--- src/rtl/axi_sr_responder_pkg.sv ---
// ---------------------------------------------------------------------------
// axi_sr_responder_pkg
// Shared types and constants for the AXI subordinate responder:
//   - FSM state enum
//   - AXI response and burst encodings
//   - channel bundle structs (initiator->responder and responder->initiator)
// ---------------------------------------------------------------------------
package axi_sr_responder_pkg;

   localparam int AXI_ID_W   = 4;
   localparam int AXI_ADDR_W = 16;
   localparam int AXI_DATA_W = 8;
   localparam int MEM_WORD_W = 32;
   localparam int BEATS_MAX  = MEM_WORD_W / AXI_DATA_W;

   localparam logic [1:0] AXI_RESP_OKAY   = 2'b00;
   localparam logic [1:0] AXI_RESP_SLVERR = 2'b10;
   localparam logic [1:0] BURST_INCR      = 2'b01;

   typedef enum logic [2:0] {
      IDLE,
      W_COLLECT,
      W_MEM,
      W_WAIT,
      B_RESP,
      R_MEM,
      R_WAIT,
      R_SEND
   } sr_state_t;

   typedef struct packed {
      logic                  awvalid;
      logic [AXI_ID_W-1:0]   awid;
      logic [AXI_ADDR_W-1:0] awaddr;
      logic [7:0]            awlen;
      logic [2:0]            awsize;
      logic [1:0]            awburst;
      logic                  wvalid;
      logic [AXI_DATA_W-1:0] wdata;
      logic                  wstrb;
      logic                  wlast;
      logic                  arvalid;
      logic [AXI_ID_W-1:0]   arid;
      logic [AXI_ADDR_W-1:0] araddr;
      logic [7:0]            arlen;
      logic [2:0]            arsize;
      logic [1:0]            arburst;
      logic                  bready;
      logic                  rready;
   } axi_mosi_t;

   typedef struct packed {
      logic                  awready;
      logic                  wready;
      logic                  arready;
      logic                  bvalid;
      logic [AXI_ID_W-1:0]   bid;
      logic [1:0]            bresp;
      logic                  rvalid;
      logic [AXI_ID_W-1:0]   rid;
      logic [AXI_DATA_W-1:0] rdata;
      logic [1:0]            rresp;
      logic                  rlast;
   } axi_miso_t;

endpackage

--- src/rtl/axi_sr_responder.sv ---
// ---------------------------------------------------------------------------
// axi_sr_responder
// AXI subordinate at a memory endpoint. Collects up to BEATS_MAX byte beats
// into one memory write word, or splits one memory read word into byte beats.
// One transaction outstanding at a time; AW/AR contention is resolved
// round-robin (write favoured after reset).
//
// Ports:
//   clk, rst          clock, asynchronous active-high reset
//   out_mosi_i        AW/W/AR valid+payload, BREADY, RREADY
//   out_miso_o        AWREADY, WREADY, ARREADY, B and R valid+payload
//   mem_wr_o          1 = write request, 0 = read request
//   mem_addr_o        latched AWADDR/ARADDR
//   mem_req_valid_o   memory request valid
//   mem_req_ready_i   memory accepts request
//   mem_wdata_o       assembled write word
//   mem_resp_valid_i  one-cycle completion pulse
//   mem_rdata_i       read word, valid with mem_resp_valid_i
//
// Build option: AXI_SR_RESP_CHECK_EN enables burst-length checking on writes
// (mismatched WLAST or a 5th beat -> SLVERR, no memory access) and ARSIZE
// checking on reads (nonzero size -> zero data with SLVERR, no memory access).
// ---------------------------------------------------------------------------
module axi_sr_responder
   import axi_sr_responder_pkg::*;
#(
   parameter int ID_W_WIDTH     = axi_sr_responder_pkg::AXI_ID_W,
   parameter int ID_R_WIDTH     = axi_sr_responder_pkg::AXI_ID_W,
   parameter int ADDR_WIDTH     = axi_sr_responder_pkg::AXI_ADDR_W,
   parameter int DATA_WIDTH     = axi_sr_responder_pkg::AXI_DATA_W,
   parameter int MEM_DATA_WIDTH = axi_sr_responder_pkg::MEM_WORD_W
) (
   input  logic                      clk,
   input  logic                      rst,
   input  axi_mosi_t                 out_mosi_i,
   output axi_miso_t                 out_miso_o,
   output logic                      mem_wr_o,
   output logic [ADDR_WIDTH-1:0]     mem_addr_o,
   output logic                      mem_req_valid_o,
   input  logic                      mem_req_ready_i,
   output logic [MEM_DATA_WIDTH-1:0] mem_wdata_o,
   input  logic                      mem_resp_valid_i,
   input  logic [MEM_DATA_WIDTH-1:0] mem_rdata_i
);

   localparam int BEAT_W = $clog2(BEATS_MAX);

   sr_state_t                 state;
   logic                      rr_q;       // 1 = read favoured on next contention
   logic [BEAT_W-1:0]         beat_q;
   logic [BEAT_W-1:0]         len_q;
   logic [ID_W_WIDTH-1:0]     aw_id_q;
   logic [ID_R_WIDTH-1:0]     ar_id_q;
   logic [MEM_DATA_WIDTH-1:0] rword_q;
   logic                      err_q;      // response for the current burst is SLVERR
`ifdef AXI_SR_RESP_CHECK_EN
   logic [BEAT_W:0]           wcnt_q;     // non-wrapping W beat count, catches a 5th beat
   logic                      w_bad;
`endif

   logic grant_w;
   logic grant_r;
   logic unused_ok;

   // Round-robin only matters when both address channels are valid together.
   assign grant_w = (state == IDLE) && out_mosi_i.awvalid && (!out_mosi_i.arvalid || !rr_q);
   assign grant_r = (state == IDLE) && out_mosi_i.arvalid && (!out_mosi_i.awvalid ||  rr_q);

`ifdef AXI_SR_RESP_CHECK_EN
   assign w_bad = (wcnt_q != {1'b0, len_q});
`endif

   assign mem_req_valid_o = (state == W_MEM) || (state == R_MEM);
   assign mem_wr_o        = (state == W_MEM);

   always_comb begin
      out_miso_o         = '0;
      out_miso_o.awready = grant_w;
      out_miso_o.arready = grant_r;
      out_miso_o.wready  = (state == W_COLLECT);
      out_miso_o.bvalid  = (state == B_RESP);
      out_miso_o.bid     = aw_id_q;
      out_miso_o.bresp   = err_q ? AXI_RESP_SLVERR : AXI_RESP_OKAY;
      out_miso_o.rvalid  = (state == R_SEND);
      out_miso_o.rid     = ar_id_q;
      out_miso_o.rdata   = rword_q[beat_q*DATA_WIDTH +: DATA_WIDTH];
      out_miso_o.rresp   = err_q ? AXI_RESP_SLVERR : AXI_RESP_OKAY;
      out_miso_o.rlast   = (beat_q == len_q);
   end

   always_ff @(posedge clk or posedge rst) begin
      if (rst) begin
         state       <= IDLE;
         rr_q        <= 1'b0;
         beat_q      <= '0;
         len_q       <= '0;
         aw_id_q     <= '0;
         ar_id_q     <= '0;
         rword_q     <= '0;
         err_q       <= 1'b0;
         mem_addr_o  <= '0;
         mem_wdata_o <= '0;
`ifdef AXI_SR_RESP_CHECK_EN
         wcnt_q      <= '0;
`endif
      end else begin
         case (state)
            IDLE: begin
               if (grant_w) begin
                  aw_id_q     <= out_mosi_i.awid;
                  mem_addr_o  <= out_mosi_i.awaddr;
                  len_q       <= out_mosi_i.awlen[BEAT_W-1:0];
                  mem_wdata_o <= '0;
                  beat_q      <= '0;
                  err_q       <= 1'b0;
                  rr_q        <= ~rr_q;
`ifdef AXI_SR_RESP_CHECK_EN
                  wcnt_q      <= '0;
`endif
                  state       <= W_COLLECT;
               end else if (grant_r) begin
                  ar_id_q    <= out_mosi_i.arid;
                  mem_addr_o <= out_mosi_i.araddr;
                  len_q      <= out_mosi_i.arlen[BEAT_W-1:0];
                  beat_q     <= '0;
                  err_q      <= 1'b0;
                  rr_q       <= ~rr_q;
                  state      <= R_MEM;
`ifdef AXI_SR_RESP_CHECK_EN
                  // Unsupported size: answer with zero data, skip memory.
                  if (out_mosi_i.arsize != 3'd0) begin
                     err_q   <= 1'b1;
                     rword_q <= '0;
                     state   <= R_SEND;
                  end
`endif
               end
            end

            W_COLLECT: begin
               if (out_mosi_i.wvalid) begin
                  if (out_mosi_i.wstrb)
                     mem_wdata_o[beat_q*DATA_WIDTH +: DATA_WIDTH] <= out_mosi_i.wdata;
                  beat_q <= beat_q + 1'b1;
`ifdef AXI_SR_RESP_CHECK_EN
                  wcnt_q <= wcnt_q + 1'b1;
                  if (out_mosi_i.wlast || (wcnt_q == BEATS_MAX[BEAT_W:0])) begin
                     if (w_bad) begin
                        err_q <= 1'b1;
                        state <= B_RESP;
                     end else begin
                        state <= W_MEM;
                     end
                  end
`else
                  if (out_mosi_i.wlast)
                     state <= W_MEM;
`endif
               end
            end

            W_MEM: begin
               if (mem_req_ready_i)
                  state <= mem_resp_valid_i ? B_RESP : W_WAIT;
            end

            W_WAIT: begin
               if (mem_resp_valid_i)
                  state <= B_RESP;
            end

            B_RESP: begin
               if (out_mosi_i.bready)
                  state <= IDLE;
            end

            R_MEM: begin
               if (mem_req_ready_i) begin
                  if (mem_resp_valid_i) begin
                     rword_q <= mem_rdata_i;
                     beat_q  <= '0;
                     state   <= R_SEND;
                  end else begin
                     state   <= R_WAIT;
                  end
               end
            end

            R_WAIT: begin
               if (mem_resp_valid_i) begin
                  rword_q <= mem_rdata_i;
                  beat_q  <= '0;
                  state   <= R_SEND;
               end
            end

            R_SEND: begin
               if (out_mosi_i.rready) begin
                  beat_q <= beat_q + 1'b1;
                  if (beat_q == len_q)
                     state <= IDLE;
               end
            end

            default: state <= IDLE;
         endcase
      end
   end

   // Payload bits this responder ignores (size/burst type, upper length bits).
   assign unused_ok = ^{out_mosi_i.awlen[7:BEAT_W], out_mosi_i.arlen[7:BEAT_W],
                        out_mosi_i.awsize, out_mosi_i.arsize,
                        out_mosi_i.awburst, out_mosi_i.arburst, BURST_INCR};

endmodule

--- config.mk ---
export PLATFORM = sky130hd
export DESIGN_NAME = axi_sr_responder
export DESIGN_NICKNAME = d
export VERILOG_FILES = /design/src/rtl/axi_sr_responder_pkg.sv /design/src/rtl/axi_sr_responder.sv
export SDC_FILE = /design/constraint.sdc
export NUM_CORES = 1
export LEC_CHECK = 0
export BUFFER_PORTS_ARGS = -buffer_cell sky130_fd_sc_hd__buf_2
export CELL_PAD_IN_SITES_DETAIL_PLACEMENT = 0
export CELL_PAD_IN_SITES_GLOBAL_PLACEMENT = 1
export CORE_UTILIZATION = 40
export CTS_BUF_LIST = sky130_fd_sc_hd__clkbuf_2
export DETAILED_ROUTE_END_ITERATION = 6
export PLACE_DENSITY_LB_ADDON = 0.1
export SYNTH_ARGS = -nofsm -noshare
export SYNTH_HDL_FRONTEND = slang
export SYNTH_SLANG_ARGS = --single-unit
--- constraint.sdc ---
create_clock -name clk -period 8 [get_ports clk]
set_clock_uncertainty 0.05 [all_clocks]
set_input_delay 1.2 -clock clk [delete_from_list [all_inputs] [get_ports clk]]
set_output_delay 1.2 -clock clk [all_outputs]
set_load 0.01 [all_outputs]
==> qor.csv <==
metric,value,unit
initial_core_util,41.9,%
grtUsageTotal,18.8,%
async_reset_ff_share,100,%
finalSetupViolations,0,
dieArea,11400,um^2
yosys_warnings,0,
io_pins,193,
grt_pass1_wl,16400,um
place_hpwl,7490,um
finalWeightedCongestion,0.767,
drt_wl_total,10300,um
synth_compound_area_share,11.5,%
hold_depth,2,
first_pass_iters,4,
comb_power_share,40.3,%
grt-ovfl-total,0,
fin_crit,3490,ps
syn_inst,361,
cp_data_required_time,6750,ps
grt_max_degree,52,
power.switching,0.000658,W
die_y,107,um
path_cells,nor3_2 -> nand3_1 -> inv_1 -> buf_2,
synth-simple-area-share,9.67,%
vias_per_cell,5.04,
drive_gt1_share,43.3,%
leakage,2.90,nW
antenna_found_initial,0,
multi_input_area,1840,um^2
cts_root_buffer,clkbuf_2,
post-place-ws,4830,ps
yosys.area_share.xor_xnor,0.599,%
max_stage_delay,650,ps
worst_slew_margin_rel,34.0,%
seqCellArea,2400,um^2
wl_per_cell,15.6,um
seqPwrFrac,45.2,%
nets,642,
areaGrowthSynthToFinish,23.7,%
drcViolationCount,0,
cts_max_path_buffers,2,
syn_area_per_cell,12.2,um^2
synth.yosys.seq_area_share,54.7,%
cts_resized,0,
arrival,2240,ps
synth_seq_cells,96,
tritoncts,done,
hold_buffers,0,
switching_share,37.9,%
fill_cells,1036,
tns,0,ps
cp-end-kind,primary output,
synth-edff-count,0,
ant_nets,0,
design_area,5430,um^2
ir_drop,0.000159,V
max_freq,286,MHz
cts_inserted_buffers,9,
outcome,"complete, no violations",
critPathLaunchType,flip-flop,
worstSkewPairLatency,550,ps
syn_area,4390,um^2
drv_cap,0,
grt_pass1_vias,3311,
fin_ws,4510,ps
p_int,0.00108,W
tightestPinTransition,988,ps
drtIter0Drc,100,
dieWidth,107,um
critical_path_peak_fanout,19,
path_buf_inv,2,
core-area,10500,um^2
ff2ff_path_depth,6,
whs,455,ps
yosysUniqueCellTypes,40,
synth_ff_type,dfrtp_1,
path_depth,4,
grt_setup_unrepaired,no,
criticalPathCategory,flip-flop to primary output,
cts_max_level,3,
hold_class,flip-flop to flip-flop,
p_clk_share,14.4,%
drv_slew,0,
synthAdderAreaFrac,1.14,%
rows,37,
n_antenna_cell,0,
p_per_area,320,nW/um^2
io_buffers,166,
num_vias,3339,
critical-path-slowest-cell,dfrtp_1,
cts_sinks,96,
cts_setup_buffers,0,
hold_violations,0,
synth_top_family_by_area,multiplexers,
finalCritPeriodShare,43.7,%
clk_pin_slew,270,ps
path_delay_family,simple AND/OR/NAND/NOR gates,
utilization,51.9,%
synthMuxAreaShare,18.3,%
dpl_cell_area,5300,um^2
## cell type report
class                      instances  share of cell area [%]
multi-input combinational        235                    33.8
clock inverter                     7                    1.45
tap                              136                    3.14
inverter                          10                   0.738
sequential                        96                    44.3
timing repair buffer             169                    15.7
clock buffer                       9                   0.830
## state kept, by name, indices dropped and copies added, names as in the netlist
register / flops
state: 3
mem_wdata_o: 32
ar_id_q: 4
len_q: 2
mem_addr_o: 16
rword_q: 32
aw_id_q: 4
beat_q: 2
rr_q: 1
## through the flow
| step | std cells | power (W) |
|---|---|---|
| finish | 662 | 0.00174 |
| global route | 662 | 0.00187 |
| CTS | 662 | 0.00176 |
| detailed placement | 646 | 0.00151 |
| global placement | 646 | 0.00149 |
| floorplan | 364 | 0.00126 |
## metal layers
layer,vias to the layer above,global-route usage (%),share of wire (%)
met2,104,30.6,47
met4,0,6.65,1.2
met3,12,5.17,6.3
li1,1612,-,-
met1,1611,24.0,45
met5,-,0,0
## synthesized netlist by cell type, drive strengths merged, types with 3 or more instances
master / n / area share, %
dfrtp: 96 / 55
nand2: 51 / 4.4
mux2: 33 / 8.5
a22o: 31 / 6.2
o21ai: 27 / 3.1
mux2i: 22 / 5.0
buf: 17 / 2.6
inv: 10 / 0.86
nor2: 10 / 0.91
a21oi: 9 / 1.0
mux4: 8 / 4.8
clkbuf: 6 / 0.51
nor3: 5 / 0.80
ha: 4 / 1.1
nand3: 4 / 0.46
o31ai: 4 / 0.68
nand2b: 3 / 0.43
nor2b: 3 / 0.43
## worst min-delay path: stages (launching register included)
cell	delay, ps
dfrtp_1	390
nand2_1	50
nand2_1	60
## power by group through the flow
stage | registers, W | clock network, W | logic, W
global route | 0.000812 | 0.000281 | 0.000776
finish | 0.000786 | 0.000250 | 0.000701
detailed placement | 0.000799 | 0 | 0.000713
floorplan | 0.000780 | 0 | 0.000484
CTS | 0.000789 | 0.000260 | 0.000715
global placement | 0.000791 | 0 | 0.000696
## cell families after synthesis
logic type | after synthesis
xor+xnor | 3
fa+ha+maj | 4
mux | 63
other cells | 1
simple gates | 87
flops | 96
buf+inv | 33
compound gates | 74
## path summary, 6_finish.rpt
kind	start	end	slack (ps)
max	state[1]	out_miso_o[23]	4510
min	ar_id_q[3]	ar_id_q[3]	460
max reg2reg	beat_q[0]	mem_wdata_o[29]	5490
min reg2reg	ar_id_q[3]	ar_id_q[3]	460
max in group asynchronous	rst	ar_id_q[0]	6200
min in group asynchronous	rst	mem_wdata_o[10]	620
## placed cells by master, fill, tap and decap left out, types with 2 or more instances in the layout
master and instances:
buf_2 166, dfrtp_1 96, nand2_1 51, mux2_2 32
a22o_1 31, o21ai_0 26, mux2i_1 22, nor2_1 9
clkbuf_2 9, a21oi_1 8, inv_1 8, mux4_1 8
nand3_1 4, o31ai_1 4, ha_1 4, conb_1 4
nor2b_1 3, nand2b_1 3, nor3_1 3, buf_4 3
and3_1 2, nor3_2 2, or3b_2 2, xor2_1 2
clkinvlp_4 2
Note: power is estimated with default switching activity, not from simulation.
